==> src/rtl/alu_pipe_pkg.sv <==
// Shared opcode encodings and FSM state type for the registered execute-stage ALU.
package alu_pipe_pkg;

    localparam logic [3:0] OP_ROL = 4'b0000;
    localparam logic [3:0] OP_SLL = 4'b0001;
    localparam logic [3:0] OP_ROR = 4'b0010;
    localparam logic [3:0] OP_SRL = 4'b0011;
    localparam logic [3:0] OP_ADD = 4'b0100;
    localparam logic [3:0] OP_OR  = 4'b0101;
    localparam logic [3:0] OP_XOR = 4'b0110;
    localparam logic [3:0] OP_AND = 4'b0111;
    localparam logic [3:0] OP_MUL = 4'b1000;

    typedef enum logic {
        ST_IDLE = 1'b0,
        ST_MUL  = 1'b1
    } state_t;

endpackage

==> src/rtl/alu_mul_seq.sv <==
// Iterative shift-add multiplier: one partial product per cycle over WIDTH cycles,
// sign handled by multiplying magnitudes and negating the product at the end.
module alu_mul_seq #(
    parameter int WIDTH = 16
) (
    input  logic             clk,
    input  logic             rst,
    input  logic             start,
    input  logic             take,
    input  logic [WIDTH-1:0] a,
    input  logic [WIDTH-1:0] b,
    input  logic             sign,
    output logic             done,
    output logic [WIDTH-1:0] prod_lo,
    output logic             ovf
);

    localparam int CNT_W = $clog2(WIDTH);
    localparam int PW    = 2 * WIDTH;
    localparam logic [CNT_W-1:0] CNT_LAST = CNT_W'(WIDTH - 1);
    localparam logic [PW-1:0]    HALF     = PW'(1) << (WIDTH - 1);

    logic             a_neg;
    logic             b_neg;
    logic [WIDTH-1:0] mag_a;
    logic [WIDTH-1:0] mag_b;

    logic             run_reg;
    logic             neg_reg;
    logic             sign_reg;
    logic [CNT_W-1:0] cnt_reg;
    logic [PW-1:0]    acc_reg;
    logic [PW-1:0]    mcand_reg;
    logic [WIDTH-1:0] mplier_reg;
    logic [PW-1:0]    acc_sum;

    assign a_neg = sign && a[WIDTH-1];
    assign b_neg = sign && b[WIDTH-1];
    assign mag_a = a_neg ? -a : a;
    assign mag_b = b_neg ? -b : b;

    // The final partial product is folded in combinationally so the result
    // is ready in the last counted cycle and can be held there on a stall.
    assign acc_sum = acc_reg + (mplier_reg[0] ? mcand_reg : '0);
    assign done    = run_reg && (cnt_reg == CNT_LAST);
    assign prod_lo = neg_reg ? -acc_sum[WIDTH-1:0] : acc_sum[WIDTH-1:0];

    // Signed range is asymmetric: a negative product may reach 2^(WIDTH-1).
    assign ovf = sign_reg ? (neg_reg ? (acc_sum > HALF) : (acc_sum >= HALF))
                          : (acc_sum[PW-1:WIDTH] != '0);

    always_ff @(posedge clk or posedge rst) begin
        if (rst) begin
            run_reg    <= 1'b0;
            neg_reg    <= 1'b0;
            sign_reg   <= 1'b0;
            cnt_reg    <= '0;
            acc_reg    <= '0;
            mcand_reg  <= '0;
            mplier_reg <= '0;
        end else if (start) begin
            run_reg    <= 1'b1;
            neg_reg    <= a_neg ^ b_neg;
            sign_reg   <= sign;
            cnt_reg    <= '0;
            acc_reg    <= '0;
            mcand_reg  <= {{WIDTH{1'b0}}, mag_a};
            mplier_reg <= mag_b;
        end else if (run_reg) begin
            if (cnt_reg != CNT_LAST) begin
                acc_reg    <= acc_sum;
                mcand_reg  <= mcand_reg << 1;
                mplier_reg <= mplier_reg >> 1;
                cnt_reg    <= cnt_reg + 1'b1;
            end else if (take) begin
                run_reg <= 1'b0;
                cnt_reg <= '0;
            end
        end
    end

endmodule

==> src/rtl/alu_pipe.sv <==
// Registered WIDTH-bit execute-stage ALU with valid/ready handshakes.
// Define ALU_PIPE_MUL_EN to build the iterative multiplier; otherwise Op=1000 is reserved.
module alu_pipe
    import alu_pipe_pkg::*;
#(
    parameter int WIDTH = 16
) (
    input  logic             clk,
    input  logic             rst,
    input  logic             in_valid,
    output logic             in_ready,
    input  logic [WIDTH-1:0] A,
    input  logic [WIDTH-1:0] B,
    input  logic             Cin,
    input  logic [3:0]       Op,
    input  logic             invA,
    input  logic             invB,
    input  logic             sign,
    output logic             out_valid,
    input  logic             out_ready,
    output logic [WIDTH-1:0] Out,
    output logic             Ofl,
    output logic             Z,
    output logic             N,
    output logic             P,
    output logic             c_out,
    output logic             busy
);

    localparam int CNT_W = $clog2(WIDTH);
    localparam int MSB   = WIDTH - 1;

    state_t state_reg;
    state_t state_next;

    logic             out_valid_reg;
    logic [WIDTH-1:0] out_reg;
    logic             ofl_reg;
    logic             z_reg;
    logic             n_reg;
    logic             p_reg;
    logic             c_reg;

    logic [WIDTH-1:0] op_a;
    logic [WIDTH-1:0] op_b;
    logic [CNT_W-1:0] sh_cnt;
    logic [CNT_W:0]   sh_inv;
    logic [WIDTH:0]   sum_ext;
    logic [WIDTH-1:0] alu_res;
    logic             alu_ofl;
    logic             alu_c;

    logic             accept;
    logic             is_mul_op;
    logic             single_fire;
    logic             mul_fire;
    logic             load;
    logic             mul_done;
    logic             mul_ovf;
    logic [WIDTH-1:0] mul_prod;

    logic [WIDTH-1:0] res_d;
    logic             ofl_d;
    logic             c_d;

    assign op_a    = invA ? ~A : A;
    assign op_b    = invB ? ~B : B;
    assign sh_cnt  = B[CNT_W-1:0];
    // A count of zero makes sh_inv equal WIDTH, so the wrap-around term vanishes.
    assign sh_inv  = (CNT_W + 1)'(WIDTH) - {1'b0, sh_cnt};
    assign sum_ext = {1'b0, op_a} + {1'b0, op_b} + {{WIDTH{1'b0}}, Cin};

    always_comb begin
        alu_res = '0;
        alu_ofl = 1'b0;
        alu_c   = 1'b0;
        case (Op)
            OP_ROL: alu_res = (op_a << sh_cnt) | (op_a >> sh_inv);
            OP_SLL: alu_res = op_a << sh_cnt;
            OP_ROR: alu_res = (op_a >> sh_cnt) | (op_a << sh_inv);
            OP_SRL: alu_res = op_a >> sh_cnt;
            OP_ADD: begin
                alu_res = sum_ext[MSB:0];
                alu_c   = sum_ext[WIDTH];
                alu_ofl = sign ? ((op_a[MSB] == op_b[MSB]) && (sum_ext[MSB] != op_a[MSB]))
                               : sum_ext[WIDTH];
            end
            OP_OR:  alu_res = op_a | op_b;
            OP_XOR: alu_res = op_a ^ op_b;
            OP_AND: alu_res = op_a & op_b;
            default: alu_ofl = 1'b1;
        endcase
    end

`ifdef ALU_PIPE_MUL_EN
    assign is_mul_op = (Op == OP_MUL);

    alu_mul_seq #(
        .WIDTH(WIDTH)
    ) u_mul (
        .clk    (clk),
        .rst    (rst),
        .start  (accept && is_mul_op),
        .take   (mul_fire),
        .a      (op_a),
        .b      (op_b),
        .sign   (sign),
        .done   (mul_done),
        .prod_lo(mul_prod),
        .ovf    (mul_ovf)
    );
`else
    assign is_mul_op = 1'b0;
    assign mul_done  = 1'b0;
    assign mul_prod  = '0;
    assign mul_ovf   = 1'b0;
`endif

    assign in_ready    = (state_reg == ST_IDLE) && (!out_valid_reg || out_ready);
    assign accept      = in_valid && in_ready;
    assign single_fire = accept && !is_mul_op;
    // A finished multiply waits in ST_MUL until the result register is free.
    assign mul_fire    = (state_reg == ST_MUL) && mul_done && (!out_valid_reg || out_ready);
    assign load        = single_fire || mul_fire;

    assign res_d = mul_fire ? mul_prod : alu_res;
    assign ofl_d = mul_fire ? mul_ovf  : alu_ofl;
    assign c_d   = mul_fire ? 1'b0     : alu_c;

    always_comb begin
        state_next = state_reg;
        case (state_reg)
            ST_IDLE: if (accept && is_mul_op) state_next = ST_MUL;
            ST_MUL:  if (mul_fire)            state_next = ST_IDLE;
        endcase
    end

    always_ff @(posedge clk or posedge rst) begin
        if (rst) begin
            state_reg     <= ST_IDLE;
            out_valid_reg <= 1'b0;
            out_reg       <= '0;
            ofl_reg       <= 1'b0;
            z_reg         <= 1'b0;
            n_reg         <= 1'b0;
            p_reg         <= 1'b0;
            c_reg         <= 1'b0;
        end else begin
            state_reg <= state_next;
            if (load) begin
                out_valid_reg <= 1'b1;
                out_reg       <= res_d;
                ofl_reg       <= ofl_d;
                z_reg         <= (res_d == '0);
                n_reg         <= res_d[MSB];
                p_reg         <= (res_d != '0) && !res_d[MSB];
                c_reg         <= c_d;
            end else if (out_ready) begin
                out_valid_reg <= 1'b0;
            end
        end
    end

    assign out_valid = out_valid_reg;
    assign Out       = out_reg;
    assign Ofl       = ofl_reg;
    assign Z         = z_reg;
    assign N         = n_reg;
    assign P         = p_reg;
    assign c_out     = c_reg;
    assign busy      = (state_reg == ST_MUL);

endmodule
==> config.mk <==
export PLATFORM = sky130hd
export DESIGN_NAME = alu_pipe
export DESIGN_NICKNAME = d
export VERILOG_FILES = /design/src/rtl/alu_pipe_pkg.sv /design/src/rtl/alu_mul_seq.sv /design/src/rtl/alu_pipe.sv
export SDC_FILE = /design/constraint.sdc
export NUM_CORES = 1
export LEC_CHECK = 0
export CAP_MARGIN = 20
export CELL_PAD_IN_SITES_DETAIL_PLACEMENT = 0
export CELL_PAD_IN_SITES_GLOBAL_PLACEMENT = 1
export CORE_AREA = 2 2 126 128
export DETAILED_ROUTE_END_ITERATION = 7
export DIE_AREA = 0 0 128 130
export GPL_TIMING_DRIVEN = 0
export PLACE_DENSITY_LB_ADDON = 0.1
export SYNTH_ARGS = -nofsm -noshare
export SYNTH_HDL_FRONTEND = slang
export SYNTH_SLANG_ARGS = --single-unit
==> constraint.sdc <==
create_clock -name clk -period 2.31 [get_ports clk]
set_input_delay 0.231 -clock clk [delete_from_list [all_inputs] [get_ports clk]]
set_output_delay 0.231 -clock clk [all_outputs]
set_load 0.02 [all_outputs]
==> results.toml, run 1 <==
[routing]
finalWirelength_mm = 34.7
drc_errors = 0
via_count = 7886
drt-pass1-iter-count = 5
first_iter_violations = 816
routedWlPerCell_um = 30.2
vias_per_cell = 6.85
ant_nets = 0

[floorplanning]
io_pins = 68
start_util = 0.448
die_h_um = 130
core_area_um2 = 15400
die_x_um = 128
rows = 46
die_area_um2 = 16600

[worst_setup_path]
crit_fanout = 2
crit_type = "in2reg"
arrival_ps = 3730
r2r_setup_slack_ps = -30
cp.required_ps = 2450
endpoint_kind = "flip-flop"
cp-start-kind = "primary input"

[hold_path]
holdCritPathClass = "in2async"

[sta]
slew_headroom = 0.372
fin_ws_ps = -1280
finalCritPeriodShare = 1.55
finalHoldViolCount = 0
rsz0062_at_grt = "yes"
fmax_mhz = 279
slew_violations = 0
worst_pin_slew_ps = 935
tns_ps = -13470
min_period_ps = 3590
worst_clock_skew_ps = 1.50
final-setup-viol-count = 20

[logic_synthesis]
seq_area_frac_synth = 0.0761
avgSynthCellArea_um2 = 8.46
netlist_instances = 816
ys_warn_count = 0
async_reset_ff_frac = 1.00
synth-seq-cells = 21
synth_edf_count = 0
synth_flop_cell = "dfrtp_1"
syn_area_um2 = 6900
synthDistinctLibCells = 88
synth_nets = 895

[clock_tree]
hold_buffers = 0
cts-htree-levels = 1
cts_tree = "done"
cts_buffer_depth = 2
root_buffer = "clkbuf_16"
numCtsBuffers = 3
clk_latency_ps = 250
path_clk_slew_ps = 60
cts.sinks = 21

[pwr]
total_leakage_power_nw = 3.98
switching_share = 0.478
peakVddDrop_mv = 0.328
p_int_mw = 2.12
power.density_nw_per_um2 = 409
p_switching_mw = 1.94
seq_power_share = 0.114
clock_power_share = 0.089
comb_power_share = 0.797

[final_layout]
final_nets = 1039
syn2layout_area_growth_pct = 43.8
drive_gt1_frac = 0.383
antenna_cells = 0
final_cell_mix = "nand2_1, buf_4, mux2i_1"
fin_util = 0.644
layout_commonest_cell = "nand2_1"
largest_register_ffs = 16
num-fill-cells = 1209

[job]
drv_cap = 0

[status]
outcome = "finished with violations"
failed_checks = "negative setup slack"

[global_routing]
grt_max_degree = 22
grt_overflow = 0
antenna_found_initial = 1
grt_pass1_wl_mm = 49.7
grt_pass1_vias = 7623
grt_use_total = 0.405

[place]
dp_hpwl_mm = 25.8
portBuffers = 56
place_congestion = 1.07
critical path, cell delays in order:
cell       delay, ps
buf_12           100
buf_12           120
buf_12           120
buf_12           120
xor2_4           180
fa_2             420
fa_2             410
a21o_1           220
a221o_1          340
a211oi_2         350
o21ai_2          130
xor2_2           180
a2111oi_4        330
nand4_1          210
nor3_2           180
o2bb2ai_1         80
power by group through the flow:
stage	combinational [mW]	sequential (mW)	clock, mW
6_report	3.24	0.463	0.363
3_3_place_gp	2.39	0.460	0
4_1_cts	2.92	0.460	0.360
5_1_grt	3.36	0.468	0.379
2_1_floorplan	1.57	0.531	0
3_5_place_dp	2.42	0.464	0
area by class of cell:
type	count	area (um2)	area share
buffer	84	943	0.0950
clock buffer	3	75.1	0.00756
clock inverter	1	5.00	0.000504
inverter	42	165	0.0166
multi-input combinational	666	6660	0.671
sequential	21	526	0.0529
tap	192	240	0.0242
timing repair buffer	142	1310	0.132
through the flow:
step	setup WS [ps]	instance area, um2	power (mW)	hold WS [ps]	instances
2_1_floorplan	-1220	7170	2.10	208	816
3_3_place_gp	-2670	7970	2.85	463	1064
3_5_place_dp	-2590	7980	2.88	470	1067
4_1_cts	-1250	9480	3.74	441	1130
5_1_grt	-1330	9930	4.20	501	1151
6_report	-1280	9930	4.07	406	1151
worst paths after layout:
| check | startpoint | endpoint | cells past startpoint |
|---|---|---|---|
| worst max-delay path | B[0] | P | 16 |
| worst min-delay path | rst | P | 2 |
| worst max register to register | out_valid | Z | 8 |
| worst min register to register | Out[7] | Out[7] | 2 |
| max in group asynchronous | rst | c_out | 2 |
| min in group clk | Out[7] | Out[7] | 2 |
cell families (layout without fill, tap and decap cells):
logic type,after synthesis,count (layout),share of synthesized area
AO/OA/AOI/OAI,184,184,0.191
XOR/XNOR,91,91,0.117
adder cells (fa/ha/maj),35,35,0.0656
other,1,1,0.000543
AND/OR/NAND/NOR,230,230,0.169
buffers and inverters,129,272,0.0999
multiplexers,125,125,0.281
flip-flops,21,21,0.0761
per-layer routing:
metal | part of all wire | GRT usage
met4 | 0.075 | 0.235
met2 | 0.46 | 0.680
met1 | 0.37 | 0.500
met3 | 0.094 | 0.0582
met5 | 0.00035 | 0
cell usage after synthesis, drive strengths merged, types with 4 or more instances:
cell / instances / area [um2]
inv: 41 / 154
o221a: 6 / 67.6
o221ai: 5 / 43.8
nor3: 17 / 85.1
nand3: 18 / 90.1
a211oi: 8 / 70.1
nor4b: 4 / 41.3
nand4: 11 / 68.8
ha: 33 / 413
o22ai: 8 / 50.1
a2111oi: 6 / 61.3
buf: 46 / 330
nand2: 81 / 304
xor2: 39 / 349
a21oi: 33 / 165
or3: 6 / 37.5
clkbuf: 40 / 191
nor2: 31 / 126
o32ai: 5 / 43.8
dfrtp: 21 / 526
a31oi: 5 / 31.3
mux2i: 70 / 704
a22oi: 9 / 67.6
or2: 5 / 31.3
o211ai: 14 / 105
and3: 4 / 26.3
o21a: 4 / 30.0
nand2b: 21 / 131
a32oi: 4 / 35.0
o21ai: 38 / 194
xnor2: 52 / 455
nor4: 6 / 43.8
a21o: 5 / 37.5
mux4: 52 / 1200
nor2b: 9 / 56.3
o2111ai: 5 / 43.8
a221oi: 4 / 35.0
and2: 7 / 43.8
timing repair:
| action | in CTS | in global routing |
|---|---|---|
| pin swaps | 53 | 54 |
| gates resized for setup | 215 | 93 |
| setup endpoints to repair | 20 | 20 |
| hold endpoints to repair | 0 | 0 |
| setup buffers | 63 | 32 |
| gates cloned | 2 | 0 |
(Power assumes the default switching activity.)
==> run 2, diff against run 1 <==
- CORE_AREA: 2 2 126 128 -> 2 2 133 135
- DIE_AREA: 0 0 128 130 -> 0 0 135 137
- MAX_ROUTING_LAYER: unset -> met4
- clock period: 2.31 -> 3 ns (I/O delays scaled with it)
==> results.toml, run 2 (synthesized netlist as in run 1, its figures left out) <==
[worst_setup_path]
arrival_ps = 3580
crit_type = "in2reg"
cp.required_ps = 3140
path_buf_inv = 3
max_stage_delay_ps = 420
crit_fanout = 3
cp-start-kind = "primary input"
timing.critical_path.mode_cell = "buf_12"
crit_family = "compound AO/OA/AOI/OAI gates"
critical-path-slowest-cell = "fa_2"
path_cells = "buf_12 -> buf_12 -> buf_12 -> xor2_4 -> fa_2 -> fa_2 -> a21o_1 -> a221o_1 -> a211oi_2 -> o21ai_2 -> xor2_2 -> a2111oi_4 -> nand4_1 -> nor3_1 -> o2bb2ai_1"
endpoint_kind = "flip-flop"

[clock_tree]
cts_tree = "done"
clk_latency_ps = 250
cts_buffer_depth = 2
cts-htree-levels = 1
path_clk_slew_ps = 50
numCtsBuffers = 3
cts.sinks = 21
root_buffer = "clkbuf_16"

[final_layout]
final_nets = 1012
layout_commonest_cell = "nand2_1"
largest_register_ffs = 16
drive_gt1_frac = 0.313
antenna_cells = 0
num-fill-cells = 1548
final_cell_mix = "nand2_1, mux2i_1, buf_4"
syn2layout_area_growth_pct = 36.1
multiInputGateArea_um2 = 6440
final_cell_count_no_fill = 1157
seqCellArea_um2 = 526

[floorplanning]
io_pins = 68
die_x_um = 135
die_h_um = 137
die_area_um2 = 18500
start_util = 0.405
rows = 48
core_area_um2 = 17100

[place]
dpl.cell_count = 1097
place_congestion = 1.10
dp_hpwl_mm = 25.9
portBuffers = 56

[sta]
finalCritPeriodShare = 1.15
worst_clock_skew_ps = 1.31
worst_pin_slew_ps = 1110
timing.hold.ws_ps = 475
final-setup-viol-count = 5
rsz0062_at_grt = "yes"
fin_ws_ps = -441
slew_headroom = 0.252
fmax_mhz = 291
finalHoldViolCount = 0
slew_violations = 0
min_period_ps = 3440

[global_routing]
grt_use_total = 0.369
use_met2 = 0.605
grt_pass1_wl_mm = 48.8
grt_overflow = 0
grt_pass1_vias = 7292
busiest_layer = "met2"
grt_max_degree = 22
use_met3 = 0.0407
met1_usage = 0.461
antenna_found_initial = 0

[routing]
vias_per_cell = 6.57
via_count = 7605
routedWlPerCell_um = 28.8
finalWirelength_mm = 33.4
drc_errors = 0
first_iter_violations = 675
ant_nets = 0
drt-pass1-iter-count = 5

[hold_path]
holdCritPathClass = "reg2reg"

[status]
failed_checks = "negative setup slack"
outcome = "finished with violations"

[pwr]
peakVddDrop_mv = 0.300
total_leakage_power_nw = 3.73
power.density_nw_per_um2 = 305

[job]
drv_cap = 0
-- run 2: cell count changes in the layout (fill, tap and decap cells not counted), sizes merged --
cell           change
dlymetal6s2s       +2
clkinv             -1
clkdlybuf4s50      +5
clkdlybuf4s15      -2
clkbuf             +1
dlygate4sd2        -5
buf               -27
-- run 2: worst min-delay path, stage by stage (launching register included) --
cell	delay, ps
dfrtp_1	340
nand2_1	50
nand2_1	50
-- run 2: where the power goes --
group          internal (mW)  switching [mW]  leakage (nW)
Combinational          0.981            1.26          3.43
Sequential             0.327          0.0240         0.269
Clock                  0.181          0.0952        0.0382
-- run 2: per-layer routing --
| metal | vias up | routed length [um] |
|---|---|---|
| li1 | 3252 | - |
| met1 | 3742 | 13100 |
| met2 | 503 | 15600 |
| met3 | 108 | 2610 |
| met4 | 0 | 2100 |
| met5 | - | 0 |
-- run 2: layout make-up --
| type | count | share of cell area |
|---|---|---|
| Timing Repair Buffer | 118 | 0.117 |
| Tap cell | 225 | 0.0300 |
| Clock buffer | 4 | 0.00839 |
| Multi-Input combinational cell | 666 | 0.685 |
| Buffer | 81 | 0.0862 |
| Inverter | 42 | 0.0176 |
| Sequential cell | 21 | 0.0559 |
-- run 2: repair_timing --
| item | 4_1_cts | 5_1_grt |
|---|---|---|
| endpoints found under the hold margin | 0 | 0 |
| endpoints found under the setup margin | 20 | 19 |
| hold buffers | 0 | 0 |
| pin swaps | 19 | 37 |
| buffers inserted | 28 | 33 |
| gates resized for setup | 143 | 106 |
| gates cloned | 0 | 1 |
-- run 2: metrics by stage --
stage / setup slack, ps / total power [mW] / TNS, ps / util / area [um2]
2_1_floorplan: -597 / 1.56 / -2080 / - / 7000
3_3_place_gp: -2090 / 2.16 / -28230 / 0.460 / 7850
3_5_place_dp: -2040 / 2.18 / -28090 / 0.460 / 7850
4_1_cts: -763 / 2.68 / -2820 / 0.514 / 8770
5_1_grt: -591 / 2.99 / -1730 / 0.551 / 9400
6_report: -441 / 2.87 / -1160 / 0.551 / 9400
-- run 2: final timing paths --
kind | from | to | slack, ps | depth (start not counted)
setup / recovery | B[0] | P | -440 | 15
hold / removal | c_out | c_out | 470 | 2
setup reg to reg | out_valid | Z | 650 | 8
hold reg to reg | c_out | c_out | 470 | 2
max in group asynchronous | rst | Out[14] | 1980 | 2
min in group asynchronous | rst | out_valid | 510 | 2
